<file path="config.mk">
export PLATFORM = sky130hd
export DESIGN_NAME = uart_rx_capture
export DESIGN_NICKNAME = d
export VERILOG_FILES = /design/src/rtl/uart_rx_pkg.sv /design/src/rtl/uart_rx_fifo.sv /design/src/rtl/uart_rx_capture.sv
export SDC_FILE = /design/constraint.sdc
export NUM_CORES = 1
export LEC_CHECK = 0
export ABC_AREA = 1
export CELL_PAD_IN_SITES_DETAIL_PLACEMENT = 0
export CELL_PAD_IN_SITES_GLOBAL_PLACEMENT = 2
export CORE_AREA = 4 4 164 166
export DETAILED_ROUTE_END_ITERATION = 16
export DIE_AREA = 0 0 168 170
export PLACE_DENSITY_LB_ADDON = 0.1
export SLEW_MARGIN = 30
export SYNTH_ARGS = -nofsm -noshare
export SYNTH_HDL_FRONTEND = slang
export SYNTH_HIERARCHICAL = 1
export SYNTH_SLANG_ARGS = --single-unit
</file>
<file path="constraint.sdc">
create_clock -name clk -period 12.9 [get_ports clk]
set_input_delay 1.29 -clock clk [delete_from_list [all_inputs] [get_ports clk]]
set_output_delay 1.29 -clock clk [all_outputs]
set_load 0.005 [all_outputs]
</file>
<file path="src/rtl/uart_rx_pkg.sv">
// Shared types and elaboration helpers for the uart_rx_capture receiver.
package uart_rx_pkg;

    typedef enum logic [2:0] {
        StIdle,
        StStart,
        StData,
        StStop,
        StWaitHigh
    } rx_state_t;

    // Integer clocks per bit; the top rejects results below 4 at elaboration.
    function automatic int unsigned calc_div(input int unsigned clk_hz, input int unsigned baud);
        return clk_hz / baud;
    endfunction

endpackage

</file>
<file path="src/rtl/uart_rx_fifo.sv">
// First-word-fall-through byte FIFO; full/empty come from the occupancy count.
module uart_rx_fifo #(
    parameter  int unsigned DEPTH = 16,
    parameter  int unsigned WIDTH = 8,
    localparam int unsigned AW    = $clog2(DEPTH)
) (
    input  logic             clk,
    input  logic             rst,
    input  logic             push_i,
    input  logic [WIDTH-1:0] data_i,
    input  logic             pop_i,
    output logic [WIDTH-1:0] data_o,
    output logic             full_o,
    output logic             empty_o,
    output logic [AW:0]      level_o
);

    logic [WIDTH-1:0] mem_q [DEPTH];
    logic [AW-1:0]    wr_ptr_q, rd_ptr_q;
    logic [AW:0]      level_q;
    logic [WIDTH-1:0] hold_q;
    logic             do_push, do_pop;

    assign empty_o = (level_q == '0);
    assign full_o  = (level_q == (AW+1)'(DEPTH));
    assign do_pop  = pop_i & ~empty_o;
    // A pop in the same cycle frees the slot a full-FIFO push needs.
    assign do_push = push_i & (~full_o | do_pop);
    assign level_o = level_q;
    // hold_q keeps the last popped byte visible once the FIFO drains.
    assign data_o  = empty_o ? hold_q : mem_q[rd_ptr_q];

    always_ff @(posedge clk or posedge rst) begin
        if (rst) begin
            for (int i = 0; i < int'(DEPTH); i++) begin
                mem_q[i] <= '0;
            end
            wr_ptr_q <= '0;
            rd_ptr_q <= '0;
            level_q  <= '0;
            hold_q   <= '0;
        end else begin
            if (do_push) begin
                mem_q[wr_ptr_q] <= data_i;
                wr_ptr_q        <= wr_ptr_q + AW'(1);
            end
            if (do_pop) begin
                hold_q   <= mem_q[rd_ptr_q];
                rd_ptr_q <= rd_ptr_q + AW'(1);
            end
            if (do_push && !do_pop) begin
                level_q <= level_q + (AW+1)'(1);
            end else if (do_pop && !do_push) begin
                level_q <= level_q - (AW+1)'(1);
            end
        end
    end

endmodule

</file>
<file path="src/rtl/uart_rx_capture.sv">
// 8N1 UART receiver: synchroniser, mid-bit sampling FSM and a byte FIFO on a valid/ready stream.
module uart_rx_capture
    import uart_rx_pkg::*;
#(
    parameter  int unsigned CLK_FREQ_HZ = 25000000,
    parameter  int unsigned BAUD_RATE   = 781250,
    parameter  int unsigned DIV         = calc_div(CLK_FREQ_HZ, BAUD_RATE),
    parameter  int unsigned FIFO_DEPTH  = 16,
    localparam int unsigned LW          = $clog2(FIFO_DEPTH) + 1
) (
    input  logic          clk,
    input  logic          rst,
    input  logic          rx_i,
    input  logic          rx_en_i,
    output logic [7:0]    data_o,
    output logic          valid_o,
    input  logic          ready_i,
    output logic          frame_err_o,
    output logic          overflow_o,
    output logic [LW-1:0] level_o
);

    localparam int unsigned    DW        = $clog2(DIV);
    localparam logic [DW-1:0]  HALF_LOAD = DW'(DIV / 2 - 1);
    localparam logic [DW-1:0]  BIT_LOAD  = DW'(DIV - 1);

    if (DIV < 4) begin : g_div_check
        $error("uart_rx_capture: DIV must be at least 4");
    end

    logic          rx_meta_q, rx_s_q, rx_prev_q;
    rx_state_t     state_q, state_d;
    logic [DW-1:0] div_q, div_d;
    logic [2:0]    bit_q, bit_d;
    logic [7:0]    shift_q, shift_d;
    logic          push, frame_err;
    logic          fifo_full, fifo_empty;

    always_ff @(posedge clk or posedge rst) begin
        if (rst) begin
            rx_meta_q <= 1'b1;
            rx_s_q    <= 1'b1;
            rx_prev_q <= 1'b1;
            state_q   <= StIdle;
            div_q     <= '0;
            bit_q     <= '0;
            shift_q   <= '0;
        end else begin
            rx_meta_q <= rx_i;
            rx_s_q    <= rx_meta_q;
            rx_prev_q <= rx_s_q;
            state_q   <= state_d;
            div_q     <= div_d;
            bit_q     <= bit_d;
            shift_q   <= shift_d;
        end
    end

    always_comb begin
        state_d   = state_q;
        div_d     = div_q;
        bit_d     = bit_q;
        shift_d   = shift_q;
        push      = 1'b0;
        frame_err = 1'b0;
        if (!rx_en_i) begin
            state_d = StIdle;
        end else begin
            unique case (state_q)
                StIdle: begin
                    if (rx_prev_q && !rx_s_q) begin
                        div_d   = HALF_LOAD;
                        state_d = StStart;
                    end
                end
                StStart: begin
                    if (div_q != '0) begin
                        div_d = div_q - DW'(1);
                    end else if (rx_s_q) begin
                        state_d = StIdle;
                    end else begin
                        div_d   = BIT_LOAD;
                        bit_d   = '0;
                        state_d = StData;
                    end
                end
                StData: begin
                    if (div_q != '0) begin
                        div_d = div_q - DW'(1);
                    end else begin
                        shift_d[bit_q] = rx_s_q;
                        div_d          = BIT_LOAD;
                        if (bit_q == 3'd7) begin
                            state_d = StStop;
                        end else begin
                            bit_d = bit_q + 3'd1;
                        end
                    end
                end
                StStop: begin
                    if (div_q != '0) begin
                        div_d = div_q - DW'(1);
                    end else if (rx_s_q) begin
                        push    = 1'b1;
                        state_d = StIdle;
                    end else begin
                        frame_err = 1'b1;
                        state_d   = StWaitHigh;
                    end
                end
                StWaitHigh: begin
                    // A held-low line must return high before a new start is accepted.
                    if (rx_s_q) begin
                        state_d = StIdle;
                    end
                end
                default: state_d = StIdle;
            endcase
        end
    end

    uart_rx_fifo #(
        .DEPTH(FIFO_DEPTH),
        .WIDTH(8)
    ) u_fifo (
        .clk    (clk),
        .rst    (rst),
        .push_i (push),
        .data_i (shift_q),
        .pop_i  (ready_i),
        .data_o (data_o),
        .full_o (fifo_full),
        .empty_o(fifo_empty),
        .level_o(level_o)
    );

    assign valid_o     = ~fifo_empty;
    assign frame_err_o = frame_err;
    assign overflow_o  = push & fifo_full & ~ready_i;

endmodule

</file>
== Word level (Yosys, flattened, before mapping) ==
Cells that the tools add are included.

* Register bits: 171
* Word-level logic and storage cells: 127
* Input bits: 5
* Output and inout port bits: 16

* Reduce and logical (&&, ||, !) cells: 18
* $add $sub $neg: 6
* Equality and inequality tests: 19
* Multiplexer cells: 41
* Bitwise logic cells: 11
* Order comparisons: 5

{| class="wikitable"
|+ Operator list
! operator !! number
|-
| 128-bit bitwise mux || 1
|-
| 3-bit 2-to-1 mux || 12
|-
| 5-bit 2-to-1 mux || 7
|-
| 8-bit binary-select mux with 4-bit select || 1
|-
| 8-bit demux with 4-bit select || 1
|-
| 8-bit 2-to-1 mux || 4
|-
| 3-bit != test, second input constant || 7
|-
| 5-bit one-hot mux with 4 select lines || 1
|-
| 3-bit one-hot mux with 5 select lines || 1
|-
| 2-bit != test, second input constant || 6
|-
| 6-bit AND reduction || 2
|-
| 5-bit greater-or-equal comparator, second input constant || 2
|-
| 4-bit NOT with 5-bit output || 2
|-
| 5-bit by 1-bit subtractor with 5-bit output, second input constant || 2
|-
| 1-bit 2-to-1 mux || 9
|-
| 4-bit by 1-bit adder with 4-bit output, second input constant || 2
|-
| 8-bit bitwise mux || 1
|-
| 3-bit by 2-bit == test with 1-bit output, second input constant || 2
|-
| 3-bit == test, second input constant || 2
|-
| 3-bit one-hot mux with 2 select lines || 1
|-
| 5-bit by 1-bit adder with 5-bit output, second input constant || 1
|-
| 5-bit == test, second input constant || 1
|-
| 1-bit logical AND || 5
|-
| 5-bit zero test || 1
|-
| other kinds (17) || 26
|}

== Depth between registers and ports, before layout ==
* Depth after elaboration: 9
* Mapped depth: 18
* Mapped depth without buffers: 17

== Hierarchy ==
The synthesis kept the hierarchy.

{| class="wikitable"
|+ By module, submodules not included
! module !! seq. area each (sq um) !! instances !! cells each !! area each (sq um)
|-
| uart_rx_fifo || 3728.6 || 1 || 1004 || 7495.9
|-
| uart_rx_capture || 554.3 || 1 || 169 || 1273.7
|}

== Least setup slack after synthesis ==
OpenSTA, ideal clock, no wires.

* Kind: input -> register
* Start: input rx_en_i
* End: register u_fifo.level_q[4] (netlist: u_fifo/level_o[4])
* Buffers on the path: 2
* Data arrival time: 3.685 ns
* Path slack: 9.094 ns
* Required time: 12.779 ns
* Setup time: 0.121 ns
* Cell stages on the path: 17
* Cell sequence: buf_2 > inv_1 > nor2_8 > nand3_1 > inv_1 > buf_1 > nand2_2 > inv_1 > ha_1 > inv_1 > ha_1 > a21oi_1 > o21ai_0 > a21oi_1 > o21ai_0 > nand2_1 > nand2_1

* Word-level cells in the longest chain between the ends: 5
* Elaborated cells on any way between the ends: 7
* Classes of those cells: mux: 2; bitwise: 1; reduce/logical: 4

{| class="wikitable"
|+ Ends and longest elaborated chain
! element !! line !! RTL
|-
| start: declaration || uart_rx_capture.sv:14 || <nowiki>input logic rx_en_i,</nowiki>
|-
| 1-bit 2-to-1 mux * || uart_rx_capture.sv:66 || <nowiki>if (!rx_en_i) begin</nowiki>
|-
| via push || uart_rx_capture.sv:36 || <nowiki>logic push, frame_err;</nowiki>
|-
| 1-bit bitwise AND * || uart_rx_fifo.sv:28 || <nowiki>assign do_push = push_i & (~full_o | do_pop);</nowiki>
|-
| via u_fifo.do_push || uart_rx_fifo.sv:22 || <nowiki>logic do_push, do_pop;</nowiki>
|-
| 1-bit zero test || uart_rx_fifo.sv:53 || <nowiki>end else if (do_pop && !do_push) begin</nowiki>
|-
| 1-bit logical AND || uart_rx_fifo.sv:53 ||
|-
| 2-bit nonzero test (no line) || n/a ||
|-
| end signal: assignment || uart_rx_fifo.sv:52 || <nowiki>level_q <= level_q + (AW+1)'(1);</nowiki>
|-
| end signal: assignment || uart_rx_fifo.sv:54 || <nowiki>level_q <= level_q - (AW+1)'(1);</nowiki>
|-
| end: declaration || uart_rx_fifo.sv:20 || <nowiki>logic [AW:0] level_q;</nowiki>
|}

Mark *: on every way through the listed nets, which the timed path passes. The rest lies on a longest branch.
A chain may end at the register's enable or synchronous reset.

== Final worst setup path ==
* Start: register u_fifo.rd_ptr_q[0]
* End: output data_o[2]

* Word-level cells in the longest chain between the ends: 5

{| class="wikitable"
|+ Ends and longest elaborated chain
! element !! line !! RTL
|-
| start: declaration || uart_rx_fifo.sv:19 || <nowiki>logic [AW-1:0] wr_ptr_q, rd_ptr_q;</nowiki>
|-
| start signal: assignment || uart_rx_fifo.sv:49 || <nowiki>rd_ptr_q <= rd_ptr_q + AW'(1);</nowiki>
|-
| 4-bit NOT with 5-bit output (not written as such) || uart_rx_fifo.sv:31 || <nowiki>assign data_o = empty_o ? hold_q : mem_q[rd_ptr_q];</nowiki>
|-
| 8-bit binary-select mux with 4-bit select || uart_rx_fifo.sv:31 ||
|-
| 8-bit 2-to-1 mux (not written as such) (2 in a row) || uart_rx_fifo.sv:31 ||
|-
| 8-bit 2-to-1 mux || uart_rx_fifo.sv:31 ||
|-
| end: declaration || uart_rx_capture.sv:15 || <nowiki>output logic [7:0] data_o,</nowiki>
|}

Every way passes these cells. The select of a mux whose other input is x is not followed.

==> run metrics <==
Routed met3 length=551 microns; dpl hpwl=16.9 mm; Fin Setup TNS=0 ns; PostCTS Resize Cnt=0; ratio of final minimum period to clock period=0.360; TritonCTS Buffers=17; post-synth net total=between 1,000 and 1,500; Core ar.=roughly 0.026 sq mm; fin crit period=roughly 4.6 ns; row cnt=59; layout cells sized above 1=0.0572; status=complete, no violations; Mapped Area=0.00877 sq mm; drt first pass iters=7; Max rail drop VDD=0.136 mV; vias=7,137; data arrival time of the critical path=3.36 ns; H-tree Lvls=4; number of hold-repair buffers added at the cts stage=0; largest net degree at the start of global routing=87; worst slew pin tran=0.896 ns; Placed Area=0.00917 sq mm; CTS tree=done; Critical Path RT=around 12 ns; ANT nets after route=0; chip width=between 150 and 200 microns; max-cap violations=0; GRT overflow=0; final total power=1.77 mW; met2 WL=around 13 mm; global placement routability congestion=0.779; max layer used=met4; Setup crit end kind=primary output; Pleak=4.70 nW; Routed met1 length=12.8 mm; Clock Root Buffer=clkbuf_16; Yosys warning total=6; post-CTS repair timing setup buffer count=0; Synth top area share=0.479; Total GRT Usage=0.190; fillers=2,752; HP Class=reg2reg; die area=0.0286 sq mm; Post-Route Skew=0.0147 ns; WS Path Type=reg2out; vias in the first global route=about 7,000; I/O Buffers=20; unrepaired setup endpoints after global routing=no; Worst R2R Setup Slack=9.52 ns; final instance area=0.00977 sq mm; DRC Markers=0; drt wl/cell=17.4 microns; critical path fanouts, max=between 60 and 70; ranking of synthesized cells by area=dfrtp_1 (48%), nand2_1 (19%), nand3_1 (8.4%), inv_1 (6.0%), o21ai_0 (6.0%); DR vias/cell=roughly 4.7; die height=approximately 170 microns; post-synth top area cell=dfrtp_1; fin nets=1,178; Slew Limit Headroom=0.401; # clock sinks=roughly 170; clk slew on worst S/H paths=0.07 ns; initial DRC count=595; DRT Wirelength=26.2 mm; Power Density=182 mW/mm^2; final setup vio count=0; worst skew pair latency=0.43 ns; initial antenna violation count=0; synth-to-layout area growth=11.4%; Final Hold Fails=0; diodes inserted=0; pins over their slew limit=0; global-route wire length before repair=42.1 mm; initial core utilization=0.342; Synth Instances=1,173; Clock Path Buffers=2; syn avg cell area=~7.5 sq um; Cell variety after synth=32; CP Launch Type=flip-flop; f_max=215 MHz; Top Ports=21; FF+latch count, synth=171; Seq/Total Area, Yosys=0.488
==> cells by family after synthesis <==
group / synth area share
xor gates and xnor gates: 0.00999
AOI/OAI and AO/OA: 0.0733
and+or+nand+nor: 0.313
buffers and inverters: 0.0942
adders and majority gates: 0.0208
DFF: 0.488
==> through the flow <==
| step | setup slack [ns] | instances | hold slack (ns) | utilization |
|---|---|---|---|---|
| after floorplan | 7.60 | 1173 | 0.345 | - |
| after global placement | 8.40 | 1474 | 0.349 | 0.358 |
| after detailed placement | 8.33 | 1474 | 0.351 | 0.358 |
| after CTS | 8.25 | 1505 | 0.362 | 0.380 |
| after global routing | 8.03 | 1506 | 0.367 | 0.381 |
| final | 8.25 | 1506 | 0.361 | 0.381 |
==> where the power goes <==
part | total (mW) | switching [mW] | internal [mW]
clock | 0.520 | 0.232 | 0.287
combinational | 0.618 | 0.397 | 0.221
sequential | 0.636 | 0.0641 | 0.572
total | 1.77 | 0.694 | 1.08
==> synthesized netlist by cell type <==
| master | instances |
|---|---|
| a21oi_1 | 6 |
| a21oi_2 | 1 |
| buf_1 | 12 |
| buf_2 | 19 |
| buf_4 | 4 |
| buf_6 | 1 |
| clkbuf_1 | 23 |
| clkinv_1 | 3 |
| dfrtp_1 | 168 |
| dfstp_2 | 3 |
| fa_1 | 1 |
| ha_1 | 13 |
| inv_1 | 140 |
| inv_2 | 4 |
| inv_4 | 1 |
| nand2_1 | 441 |
| nand2_2 | 8 |
| nand3_1 | 147 |
| nand3_4 | 2 |
| nand4_1 | 13 |
| nand4_2 | 2 |
| nor2_1 | 25 |
| nor2_2 | 3 |
| nor2_4 | 2 |
| nor2_8 | 1 |
| nor3_2 | 1 |
| o211ai_1 | 2 |
| o21ai_0 | 105 |
| o21ai_1 | 11 |
| o21ai_2 | 1 |
| xnor2_1 | 2 |
| xor2_1 | 8 |
==> cells in the final DEF, fill, tap and decap left out, drive strengths merged <==
cell type,count
dfstp,3
o21ai,117
nand3,149
dfrtp,168
clkbuf,19
nor3,1
xnor2,2
nand4,15
inv,148
clkinv,5
xor2,8
o211ai,2
nor2,31
clkdlybuf4s50,20
nand2,449
fa,1
bufinv,2
buf,6
a21oi,7
clkinvlp,5
ha,13
==> critical path, cell delays in order (launching register included) <==
cell	delay (ns)
dfrtp_2	0.68
inv_2	0.11
buf_4	0.61
nand2_1	0.12
nand2_1	0.11
nand2_1	0.05
nand3_1	0.10
nand3_1	0.21
nand2_1	0.23
nand2_1	0.07
nand2_1	0.07
clkdlybuf4s50_1	0.49
==> state kept, by name, summed over array words and instances, names as in the netlist <==
register	flops
div_q	5
rx_prev_q	1
u_fifo/rd_ptr_q	4
state_q	3
rx_s_q	1
u_fifo/level_o	5
u_fifo/wr_ptr_q	4
u_fifo/mem_q	128
u_fifo/hold_q	8
bit_q	3
rx_meta_q	1
shift_q	8
==> per-layer routing <==
layer	GRT usage	vias to the layer above
met5	0	-
met4	0.0434	0
met3	0.0272	9
li1	-	3624
met1	0.267	3426
met2	0.315	78
==> area by class of cell <==
class                   instances  area, sq um  area share
clock buffers                  19          433      0.0443
clock inverters                12          141      0.0145
inverters                     148          563      0.0576
multi-input cells             795         3660       0.375
flip-flops and latches        171         4280       0.439
well taps                     335          419      0.0429
repair buffers                 26          265      0.0272
==> final timing paths <==
check | cells past startpoint | startpoint | end
max | 11 | u_fifo/rd_ptr_q[0] | data_o[2]
min | 0 | rx_meta_q | rx_s_q
max reg2reg | 17 | div_q[0] | u_fifo/level_o[4]
min reg2reg | 0 | rx_meta_q | rx_s_q
max in group asynchronous | 4 | rst | u_fifo/mem_q[64]
min in group asynchronous | 2 | rst | div_q[0]
Note: power is estimated with default switching activity, not from simulation.
